<file path="src/rtl/elevator_controller.sv">
// Three-floor elevator controller: latches active-low floor calls, steps the car between floors
// on step_clk pulses and times the door. Define ELEVATOR_BTN_SYNC_EN to add two-flop button synchronizers.
module elevator_controller #(
  parameter int TRAVEL_STEPS = 2,
  parameter int DOOR_STEPS   = 3
) (
  input  logic       clk_50,
  input  logic       rst_n,
  input  logic       button1,
  input  logic       button2,
  input  logic       button3,
  input  logic       step_clk,
  output logic       moving,
  output logic [1:0] floor,
  output logic       door_open,
  output logic [2:0] pending,
  output logic       dir_up
);

  typedef enum logic [1:0] {IDLE, MOVE_UP, MOVE_DOWN, DOOR} state_t;

  localparam logic [3:0] TRAVEL_LAST = 4'(TRAVEL_STEPS - 1);
  localparam logic [3:0] DOOR_LAST   = 4'(DOOR_STEPS - 1);

  state_t     state, state_next;
  logic [1:0] floor_next;
  logic [2:0] pending_next;
  logic       dir_up_next;
  logic [3:0] cnt, cnt_next;

  logic [2:0] btn_in, btn_q, btn_prev, press;
  logic       step_q, step_prev, step;

  logic [2:0] here, pend_move;
  logic [1:0] arrive_floor;
  logic       up_calls, down_calls;

`ifdef ELEVATOR_BTN_SYNC_EN
  logic [2:0] btn_meta, btn_sync;

  always_ff @(posedge clk_50 or negedge rst_n) begin
    if (!rst_n) begin
      btn_meta <= 3'b111;
      btn_sync <= 3'b111;
    end else begin
      btn_meta <= {button3, button2, button1};
      btn_sync <= btn_meta;
    end
  end

  assign btn_in = btn_sync;
`else
  assign btn_in = {button3, button2, button1};
`endif

  // Buttons idle high, so their edge registers reset to 1 and a press is a registered falling edge.
  always_ff @(posedge clk_50 or negedge rst_n) begin
    if (!rst_n) begin
      btn_q     <= 3'b111;
      btn_prev  <= 3'b111;
      step_q    <= 1'b0;
      step_prev <= 1'b0;
    end else begin
      btn_q     <= btn_in;
      btn_prev  <= btn_q;
      step_q    <= step_clk;
      step_prev <= step_q;
    end
  end

  assign press = btn_prev & ~btn_q;
  assign step  = step_q & ~step_prev;

  function automatic logic [2:0] hot(input logic [1:0] f);
    return 3'b001 << f;
  endfunction

  function automatic logic calls_above(input logic [2:0] p, input logic [1:0] f);
    case (f)
      2'd0:    return p[1] | p[2];
      2'd1:    return p[2];
      default: return 1'b0;
    endcase
  endfunction

  function automatic logic calls_below(input logic [2:0] p, input logic [1:0] f);
    case (f)
      2'd2:    return p[1] | p[0];
      2'd1:    return p[0];
      default: return 1'b0;
    endcase
  endfunction

  always_comb begin
    state_next   = state;
    floor_next   = floor;
    pending_next = pending;
    dir_up_next  = dir_up;
    cnt_next     = cnt;
    here         = hot(floor);
    pend_move    = pending | press;
    arrive_floor = floor;
    up_calls     = calls_above(pending, floor);
    down_calls   = calls_below(pending, floor);

    case (state)
      IDLE: begin
        pending_next = pending | (press & ~here);
        if ((press & here) != 3'b000) begin
          state_next = DOOR;
          cnt_next   = '0;
        end else if (up_calls || down_calls) begin
          cnt_next = '0;
          // Keep the previous heading while it still has work, otherwise turn around.
          if (up_calls && (dir_up || !down_calls)) begin
            state_next  = MOVE_UP;
            dir_up_next = 1'b1;
          end else begin
            state_next  = MOVE_DOWN;
            dir_up_next = 1'b0;
          end
        end
      end

      MOVE_UP, MOVE_DOWN: begin
        // A call for the floor being left is a real call; a call for the arrival floor is absorbed.
        pending_next = pend_move;
        if (step) begin
          if (cnt == TRAVEL_LAST) begin
            if (state == MOVE_UP)
              arrive_floor = (floor == 2'd2) ? 2'd2 : floor + 2'd1;
            else
              arrive_floor = (floor == 2'd0) ? 2'd0 : floor - 2'd1;
            floor_next = arrive_floor;
            cnt_next   = '0;
            if ((pend_move & hot(arrive_floor)) != 3'b000) begin
              pending_next = pend_move & ~hot(arrive_floor);
              state_next   = DOOR;
            end else if (state == MOVE_UP ? !calls_above(pend_move, arrive_floor)
                                          : !calls_below(pend_move, arrive_floor)) begin
              state_next = IDLE;
            end
          end else begin
            cnt_next = cnt + 4'd1;
          end
        end
      end

      DOOR: begin
        pending_next = pending | (press & ~here);
        if ((press & here) != 3'b000) begin
          cnt_next = '0;
        end else if (step) begin
          if (cnt == DOOR_LAST) begin
            state_next = IDLE;
            cnt_next   = '0;
          end else begin
            cnt_next = cnt + 4'd1;
          end
        end
      end

      default: state_next = IDLE;
    endcase
  end

  always_ff @(posedge clk_50 or negedge rst_n) begin
    if (!rst_n) begin
      state   <= IDLE;
      floor   <= 2'd0;
      pending <= 3'b000;
      dir_up  <= 1'b1;
      cnt     <= '0;
    end else begin
      state   <= state_next;
      floor   <= floor_next;
      pending <= pending_next;
      dir_up  <= dir_up_next;
      cnt     <= cnt_next;
    end
  end

  assign moving    = (state == MOVE_UP) || (state == MOVE_DOWN);
  assign door_open = (state == DOOR);

endmodule

</file>
<file path="config.mk">
export PLATFORM = sky130hd
export DESIGN_NAME = elevator_controller
export DESIGN_NICKNAME = d
export VERILOG_FILES = /design/src/rtl/elevator_controller.sv
export SDC_FILE = /design/constraint.sdc
export NUM_CORES = 1
export LEC_CHECK = 0
export BUFFER_PORTS_ARGS = -buffer_cell sky130_fd_sc_hd__buf_2
export CORE_UTILIZATION = 46
export DETAILED_ROUTE_END_ITERATION = 8
export MAX_ROUTING_LAYER = met4
export PLACE_DENSITY = 0.65
export RECOVER_POWER = 50
export REMOVE_ABC_BUFFERS = 1
export SYNTH_ARGS = -nofsm -noshare
export SYNTH_HDL_FRONTEND = slang
export SYNTH_SLANG_ARGS = --single-unit
</file>
<file path="constraint.sdc">
create_clock -name clk_50 -period 5.4 [get_ports clk_50]
set_input_delay 0.54 -clock clk_50 [delete_from_list [all_inputs] [get_ports clk_50]]
set_output_delay 0.54 -clock clk_50 [all_outputs]
set_load 0.03 [all_outputs]
</file>
==> results.toml, run 1 <==
[worst_setup_path]
cp_common_cell = "ha_1"
cp.required_ps = 5620
rrSetupSlack_ps = 2750
worstSetupPathType = "reg -> reg"
cp.arrival_ps = 2870
crit_path_cell_trace = "inv_1 -> ha_1 -> mux2_2 -> ha_1 -> o21ai_0 -> a211oi_2 -> o2111a_1 -> a211oi_4 -> mux2_4"
worst_setup_path_end_kind = "flip-flop"
reg2reg_to = "state[1]"
start_kind = "flip-flop"
slowest_stage = "dfrtp_1"
r2r-start = "state[1]"
path_buf_inv = 1
max_stage_delay_ps = 430
worstPathMaxFanout = 5
r2r_cells = 9
cp_top_family = "compound AO/OA/AOI/OAI gates"

[floorplanning]
core_sq_um = 2540
die_w_um = 54.8
io_pins = 14
start_util_pct = 50.4
die-area_sq_um = 3000
die_h_um = 54.8
num_rows = 18

[clock_tree]
clock_latency_ps = 320
cts_tree = "yes"
cts-root-buf = "clkbuf_4"
numCtsBuffers = 3
cts_hold_buf = 0
post_cts_buffers = 0
h-tree-depth = 1
post_cts_resized = 0
clk_pin_slew_worst_paths_ps = 120
clkSinkCount = 20
cts_buffer_depth = 2

[global_routing]
grt_start_max_net_pins = 21
overflow = 0
grt_pass1_wl_mm = 4.06
grt_usage_pct = 20.2
antenna_found_initial = 0
grt_pass1_vias = 894

[pwr]
intPower_uw = 510
combPwrFrac_pct = 63.4
p_sw_share_pct = 47.9
p_clk_share_pct = 12.6
power.density_nw_per_um2 = 689
seq_power_share_pct = 24.0
p_switching_uw = 470
irDropWorstVdd_mv = 0.373
p_leak_nw = 0.616

[final_layout]
fin_nets = 159
num_antenna_cells = 0
drive_above_1_share_pct = 27.7
syn2layout_area_growth_pct = 10.9

[sta]
slew_violations = 0
relSlewSlack_pct = 29.9
tightest_slew_ps = 1050
rsz0062_at_grt = "no"
max_freq_mhz = 377
fin_crit_sh_pct = 49.1
post-route-min-period_ps = 2650
tns_ps = 0
skew_ps = 12.0
fin_hold_ws_ps = 319
finalHoldViolCount = 0
setup-violations-final = 0

[synthesis]
synth_edf_count = 0
async_reset_ff_share_pct = 100
seq_area_frac_synth_pct = 39.7
synth_warnings = 0
yosys_register_bits = 20
synth_area_leaders = "dfrtp_1 25%, dfstp_2 14%, ha_1 11%"
synth.avg_cell_area_sq_um = 10.3
yosysUniqueCellTypes = 43
syn_area_sq_um = 1280
post-synth-top-area-cell = "dfrtp_1"
synth_top_area_share_pct = 25.4
syn_inst = 125
synthFlopType = "dfrtp_1"

[run_status]
outcome = "finished clean"

[hold_path]
min_from = "button1"
hold_end = "btn_q[0]"
whs_path_depth = 1
holdCritPathClass = "in -> reg"

[routing]
first_pass_iters = 4
drt_iter0_drc = 38
avgViaCountPerCell = 5.78
drc = 0
routed_wl_mm = 2.49
vias = 989
antenna_left = 0
wl_per_cell_um = 14.5

[place]
place.gp.congestion = 0.922
dpl.hpwl_mm = 1.89
portBuffers = 13

[flow_run]
max_cap_violations = 0
cell usage in the layout (no fill, tap or decap), types with 2 or more instances in the layout:
cell type	instances
nand3_2	2
nand3_1	2
ha_1	11
dfrtp_1	13
clkbuf_4	3
a311oi_1	2
nand3b_1	2
and2b_2	2
nor2b_1	2
nor2_1	5
and3_2	2
buf_2	12
nor3_1	2
o32ai_2	2
a21oi_1	6
dfstp_2	7
nand2_1	13
nor3b_1	4
o21ai_0	7
o21ai_1	7
inv_1	8
a31oi_1	3
metal layers:
layer | track usage, % | up-vias | part of all wire [%]
met5 | - | - | 0
met4 | 5.13 | 0 | 0.84
met3 | 5.00 | 2 | 5.1
met2 | 29.5 | 28 | 45
met1 | 27.7 | 464 | 49
li1 | - | 495 | -
worst max path at each step:
stage | start | to | slack, ps | cells past startpoint
floorplan | floor[0] | state[1] | 2790 | 11
global placement | state[1] | state[1] | 2770 | 9
detailed placement | state[1] | state[1] | 2790 | 9
CTS | state[1] | state[1] | 2770 | 9
global route | state[1] | state[1] | 2560 | 11
finish | state[1] | state[1] | 2750 | 9
synth_stat cells, types with 2 or more instances:
cell / count
inv_1: 8
nand3_2: 2
o32ai_2: 2
a31oi_1: 3
nand3b_1: 2
and2b_2: 2
nor3_1: 2
ha_1: 11
nor2b_1: 2
a311oi_1: 2
nand2_1: 13
nand3_1: 2
nor3b_1: 4
o21ai_0: 7
dfstp_2: 7
dfrtp_1: 13
a21oi_1: 6
o21ai_1: 7
and3_2: 2
nor2_1: 5
power by group through the flow:
stage	registers [mW]	logic (mW)	clock network (mW)
after floorplan	0.268	0.447	0
after global placement	0.234	0.617	0
after detailed placement	0.237	0.615	0
after CTS	0.235	0.620	0.125
after global routing	0.241	0.686	0.132
final	0.235	0.622	0.123
metrics by stage:
stage	setup slack (ps)	instance area (sq um)	util, %	cells	power, mW
6_report	2750	1420	55.9	171	0.980
5_1_grt	2560	1420	55.9	171	1.06
4_1_cts	2770	1420	55.9	171	0.980
3_5_place_dp	2790	1370	53.9	167	0.852
3_3_place_gp	2770	1370	53.9	167	0.851
2_1_floorplan	2790	1270	-	124	0.716
kinds of logic after synthesis:
logic type	Yosys count	share of synthesized area [%]
AND/OR/NAND/NOR	45	22.1
AO/OA/AOI/OAI	37	21.3
flip-flops	20	39.7
adder cells (fa/ha/maj)	11	10.7
buffers and inverters	9	3.41
multiplexers	3	2.83
cell type report:
| class | count | area [sq um] |
|---|---|---|
| clock buffer | 3 | 22.5 |
| clock inverter | 1 | 30.0 |
| fill | 229 | 1120 |
| inverter | 8 | 30.0 |
| multi-input combinational | 96 | 729 |
| sequential | 20 | 509 |
| tap | 30 | 37.5 |
| timing repair buffer | 13 | 63.8 |
flip-flops by register name, indices dropped and copies added (netlist names):
| signal | cells |
|---|---|
| cnt | 4 |
| pending | 3 |
| dir_up | 1 |
| state | 2 |
| step_prev | 1 |
| floor | 2 |
| btn_q | 3 |
| step_q | 1 |
| btn_prev | 3 |
(Power assumes the default switching activity.)
==> run 2: changes to the inputs <==
--- a/config.mk
+++ b/config.mk
@@ -9,7 +9,7 @@
 export CORE_UTILIZATION = 46
 export DETAILED_ROUTE_END_ITERATION = 8
 export MAX_ROUTING_LAYER = met4
-export PLACE_DENSITY = 0.65
+export PLACE_DENSITY = 0.68
 export RECOVER_POWER = 50
 export REMOVE_ABC_BUFFERS = 1
 export SYNTH_ARGS = -nofsm -noshare
==> constraint.sdc (replaced) <==
create_clock -name clk_50 -period 2.3 [get_ports clk_50]
set_input_delay 0.23 -clock clk_50 [delete_from_list [all_inputs] [get_ports clk_50]]
set_output_delay 0.23 -clock clk_50 [all_outputs]
set_load 0.03 [all_outputs]
==> results.toml, run 2 (synthesis results as in run 1) <==
[pwr]
irDropWorstVdd_mv = 1.15
combPwrFrac_pct = 72.7
p_clk_share_pct = 9.5
p_leak_nw = 0.743
intPower_mw = 1.68
p_sw_share_pct = 45.2
p_switching_mw = 1.39
seq_power_share_pct = 17.8
power.density_nw_per_um2 = 1760

[clock_tree]
cts-root-buf = "clkbuf_4"
numCtsBuffers = 3
h-tree-depth = 1
cts_buffer_depth = 2
cts_tree = "yes"
clkSinkCount = 20
clk_pin_slew_worst_paths_ps = 120
clock_latency_ps = 330

[global_routing]
overflow = 0
grt_usage_pct = 23.5
grt_pass1_wl_mm = 4.66
grt_pass1_vias = 1031
grt_start_max_net_pins = 21
antenna_found_initial = 0

[sta]
fin_crit_sh_pct = 104
skew_ps = 17.5
rsz0062_at_grt = "yes"
finalHoldViolCount = 0
tns_ps = -168
setup-violations-final = 2
setup_slack_ps = -96.7
max_freq_mhz = 417
tightest_slew_ps = 1060
slew_violations = 0
relSlewSlack_pct = 29.6
post-route-min-period_ps = 2400

[worst_setup_path]
endpoint = "state[1]"
reg2reg_to = "state[1]"
cp.arrival_ps = 2620
worstSetupPathType = "reg -> reg"
r2r-start = "state[1]"
start_kind = "flip-flop"
startpoint = "state[1]"
worst_setup_path_end_kind = "flip-flop"
cp.required_ps = 2520
worstPathMaxFanout = 5
rrSetupSlack_ps = -100
r2r_cells = 9

[floorplanning]
core_sq_um = 2540
num_rows = 18
io_pins = 14
die_w_um = 54.8
die_h_um = 54.8
die-area_sq_um = 3000
start_util_pct = 50.4

[run_status]
outcome = "complete, but fails checks"
violations = "negative setup slack"

[routing]
wl_per_cell_um = 15.8
vias = 1117
drt_iter0_drc = 18
antenna_left = 0
avgViaCountPerCell = 5.76
first_pass_iters = 4
routed_wl_mm = 3.07
drc = 0

[place]
portBuffers = 13
place.gp.congestion = 0.943
dpl.hpwl_mm = 2.04
pre_cts_ws_ps = -210

[final_layout]
num_antenna_cells = 0
drive_above_1_share_pct = 42.7
fin_nets = 182
largest_reg_flops = 4
layout_commonest_cell = "buf_4"
layout_common_cells = "18 x buf_4, 13 x dfrtp_1, 12 x nand2_1, 12 x buf_2, 7 x o21ai_1"
syn2layout_area_growth_pct = 36.3
regMostFlops = "cnt"

[flow_run]
max_cap_violations = 0

[hold_path]
holdCritPathClass = "in -> reg"
==> run 2: cell types whose count changed in the layout (fill, tap and decap cells not counted), sizes merged <==
cell,before,now
dlygate4sd3,0,4
buf,12,31
==> run 2: area by class of cell <==
type | instances | area [sq um]
Clock buffer | 3 | 22.5
Clock inverter | 1 | 30.0
Fill cell | 187 | 797
Inverter | 8 | 32.5
Multi-Input combinational cell | 96 | 866
Sequential cell | 20 | 509
Tap cell | 30 | 37.5
Timing Repair Buffer | 36 | 250
==> run 2: per-stage QoR <==
stage               hold WS (ps)  utilization (%)  total power, mW  area [sq um]  cells
floorplan                  -65.6                -             1.68          1270    124
global route                11.9             68.7             3.26          1750    194
global placement             193             57.7             2.19          1470    180
detailed placement           190             57.7             2.22          1470    180
CTS                         1.38             64.9             2.82          1650    187
finish                      16.3             68.7             3.07          1750    194
==> run 2: how the worst min path moves through the flow <==
stage | start | endpoint | slack (ps) | depth (start not counted)
2_1_floorplan | rst_n | cnt[0] | -70 | 0
3_3_place_gp | rst_n | pending[1] | 190 | 1
3_5_place_dp | rst_n | pending[0] | 190 | 1
4_1_cts | button3 | btn_q[2] | 1 | 1
5_1_grt | step_clk | step_q | 10 | 1
6_report | step_clk | step_q | 20 | 1
==> run 2: worst max-delay path, stage by stage, from the launching register on <==
cell      delay [ps]
dfrtp_1          420
inv_2             80
ha_4             190
mux2_4           350
ha_4             190
o22ai_2          130
a21boi_1         100
o2111a_1         300
a211oi_4         200
mux2_4           330
==> run 2: power groups by stage <==
| stage | clock network [mW] | logic, mW | registers, mW |
|---|---|---|---|
| 6_report | 0.293 | 2.23 | 0.547 |
| 5_1_grt | 0.308 | 2.39 | 0.564 |
| 4_1_cts | 0.294 | 1.98 | 0.546 |
| 3_5_place_dp | 0 | 1.68 | 0.544 |
| 3_3_place_gp | 0 | 1.66 | 0.538 |
| 2_1_floorplan | 0 | 1.05 | 0.630 |
==> run 2: what timing repair did <==
| action | CTS | global route |
|---|---|---|
| endpoints found under the setup margin | 2 | 4 |
| gates resized for setup | 26 | 5 |
| buffers inserted | 2 | 4 |
| hold endpoints to repair | 13 | 3 |
| pin swaps | 4 | 7 |
| cloned | 0 | 0 |
| hold buffers | 1 | 3 |
==> run 2: metal layers <==
metal  vias to the layer above  GRT usage [%]  wire length, um
li1                        538              -                -
met1                       542           29.9             1430
met2                        29           35.3             1460
met5                         -              -                0
met3                         8           5.83              113
met4                         0           9.83               62
==> run 3: changes to the inputs <==
--- a/config.mk
+++ b/config.mk
@@ -11,7 +11,6 @@
 export MAX_ROUTING_LAYER = met4
 export PLACE_DENSITY = 0.68
 export RECOVER_POWER = 50
-export REMOVE_ABC_BUFFERS = 1
 export SYNTH_ARGS = -nofsm -noshare
 export SYNTH_HDL_FRONTEND = slang
 export SYNTH_SLANG_ARGS = --single-unit
==> results.toml, run 3 (synthesis results as in run 1) <==
[routing]
vias = 1113
avgViaCountPerCell = 5.71
first_pass_iters = 4
drt_iter0_drc = 35
routed_wl_mm = 3.05
drc = 0
wl_per_cell_um = 15.6
antenna_left = 0

[floorplanning]
die-area_sq_um = 3000
start_util_pct = 50.4
die_h_um = 54.8
io_pins = 14
core_sq_um = 2540
num_rows = 18
die_w_um = 54.8

[final_layout]
nFillCells = 190
layout_commonest_cell = "buf_4"
num_antenna_cells = 0
regMostFlops = "cnt"
syn2layout_area_growth_pct = 36.1
fin_util_pct = 68.6
largest_reg_flops = 4
drive_above_1_share_pct = 45.5
layout_common_cells = "19 x buf_4, 12 x nand2_1, 12 x buf_2"
fin_nets = 183

[worst_setup_path]
worstPathMaxFanout = 4
worstSetupPathType = "reg -> reg"
cp.required_ps = 2530
cp_common_cell = "ha_4"
path_buf_inv = 2
cp_top_family = "compound AO/OA/AOI/OAI gates"
crit_path_cell_trace = "inv_2 -> ha_4 -> mux2_4 -> ha_4 -> o22ai_2 -> a21boi_1 -> o2111a_1 -> a211oi_4 -> buf_4 -> mux2i_1"
slowest_stage = "dfrtp_1"
cp.arrival_ps = 2600
max_stage_delay_ps = 430
worst_setup_path_end_kind = "flip-flop"
start_kind = "flip-flop"

[pwr]
irDropWorstVdd_mv = 1.24
p_clk_share_pct = 9.7
p_switching_mw = 1.37
combPwrFrac_pct = 71.6
p_sw_share_pct = 45.3
total_power_mw = 3.02
seq_power_share_pct = 18.7
p_leak_nw = 0.740
intPower_mw = 1.65
power.density_nw_per_um2 = 1730

[sta]
setup-violations-final = 2
relSlewSlack_pct = 30.2
setup_slack_ps = -74.1
tightest_slew_ps = 1050
tns_ps = -130
post-route-min-period_ps = 2370
fin_hold_ws_ps = 360
fin_crit_sh_pct = 103
max_freq_mhz = 421
finalHoldViolCount = 0
rsz0062_at_grt = "yes"
skew_ps = 16.8
slew_violations = 0

[flow_run]
max_cap_violations = 0

[global_routing]
grt_start_max_net_pins = 21
overflow = 0
grt_pass1_wl_mm = 4.87
grt_pass1_vias = 1091
antenna_found_initial = 0
grt_usage_pct = 24.7

[place]
dpl.hpwl_mm = 2.08
pre_cts_ws_ps = -110
place.gp.congestion = 0.943
portBuffers = 13

[synthesis]
syn_nets = 142

[run_status]
violations = "negative setup slack"
outcome = "complete, but fails checks"

[clock_tree]
clk_pin_slew_worst_paths_ps = 130
cts_buffer_depth = 2
h-tree-depth = 1
cts_tree = "yes"
cts-root-buf = "clkbuf_4"
clock_latency_ps = 320
clkSinkCount = 20
numCtsBuffers = 3

[hold_path]
holdCritPathClass = "reg -> reg"
## run 3: cell types whose count changed in the layout (fill, tap and decap cells not counted), sizes merged
cell,delta
dlygate4sd3,+1
## run 3: power by group through the flow
stage	sequential, mW	clock, mW	combinational (mW)
floorplan	0.648	0	1.20
global placement	0.559	0	1.78
finish	0.565	0.293	2.16
CTS	0.562	0.299	2.04
global route	0.581	0.314	2.33
detailed placement	0.564	0	1.82
## run 3: path summary, 6_finish.rpt
| path | startpoint | endpoint | slack (ps) | cells past startpoint |
|---|---|---|---|---|
| hold reg to reg | btn_q[1] | btn_prev[1] | 360 | 0 |
| setup / recovery | state[1] | state[0] | -70 | 10 |
| hold / removal | btn_q[1] | btn_prev[1] | 360 | 0 |
| setup reg to reg | state[1] | state[0] | -70 | 10 |
| min in group asynchronous | rst_n | pending[1] | 610 | 2 |
| max in group asynchronous | rst_n | floor[0] | 970 | 2 |
## run 3: worst reg2reg max path, stage by stage (launching register included)
cell      delay [ps]
dfrtp_1          430
inv_2             80
ha_4             150
mux2_4           330
ha_4             190
o22ai_2          160
a21boi_1         100
o2111a_1         290
a211oi_4         210
buf_4            150
mux2i_1          190
## run 3: final cells by class
| class | instances | area, sq um | area share, % |
|---|---|---|---|
| timing repair buffer | 37 | 256 | 14.7 |
| clock buffer | 3 | 22.5 | 1.29 |
| inverter | 8 | 32.5 | 1.86 |
| multi-input combinational | 96 | 855 | 49.0 |
| tap | 30 | 37.5 | 2.15 |
| clock inverter | 1 | 30.0 | 1.72 |
| sequential | 20 | 512 | 29.3 |
## run 3: repair_timing
item,4_1_cts,5_1_grt
pin swaps,5,1
resized for setup,9,2
endpoints found under the setup margin,2,4
hold buffers,3,2
buffers inserted,3,1
hold endpoints to repair,15,2
## run 3: stage by stage
| step | std cells | instance area, sq um |
|---|---|---|
| after floorplan | 125 | 1340 |
| after global placement | 182 | 1540 |
| after detailed placement | 182 | 1540 |
| after CTS | 192 | 1700 |
| after global routing | 195 | 1750 |
| final | 195 | 1750 |
## run 3: metal layers
| metal | track usage, % | vias up | routed length [um] |
|---|---|---|---|
| li1 | - | 538 | - |
| met1 | 28.8 | 529 | 1410 |
| met2 | 38.8 | 36 | 1400 |
| met3 | 6.94 | 10 | 165 |
| met4 | 12.0 | 0 | 76 |
| met5 | - | - | 0 |
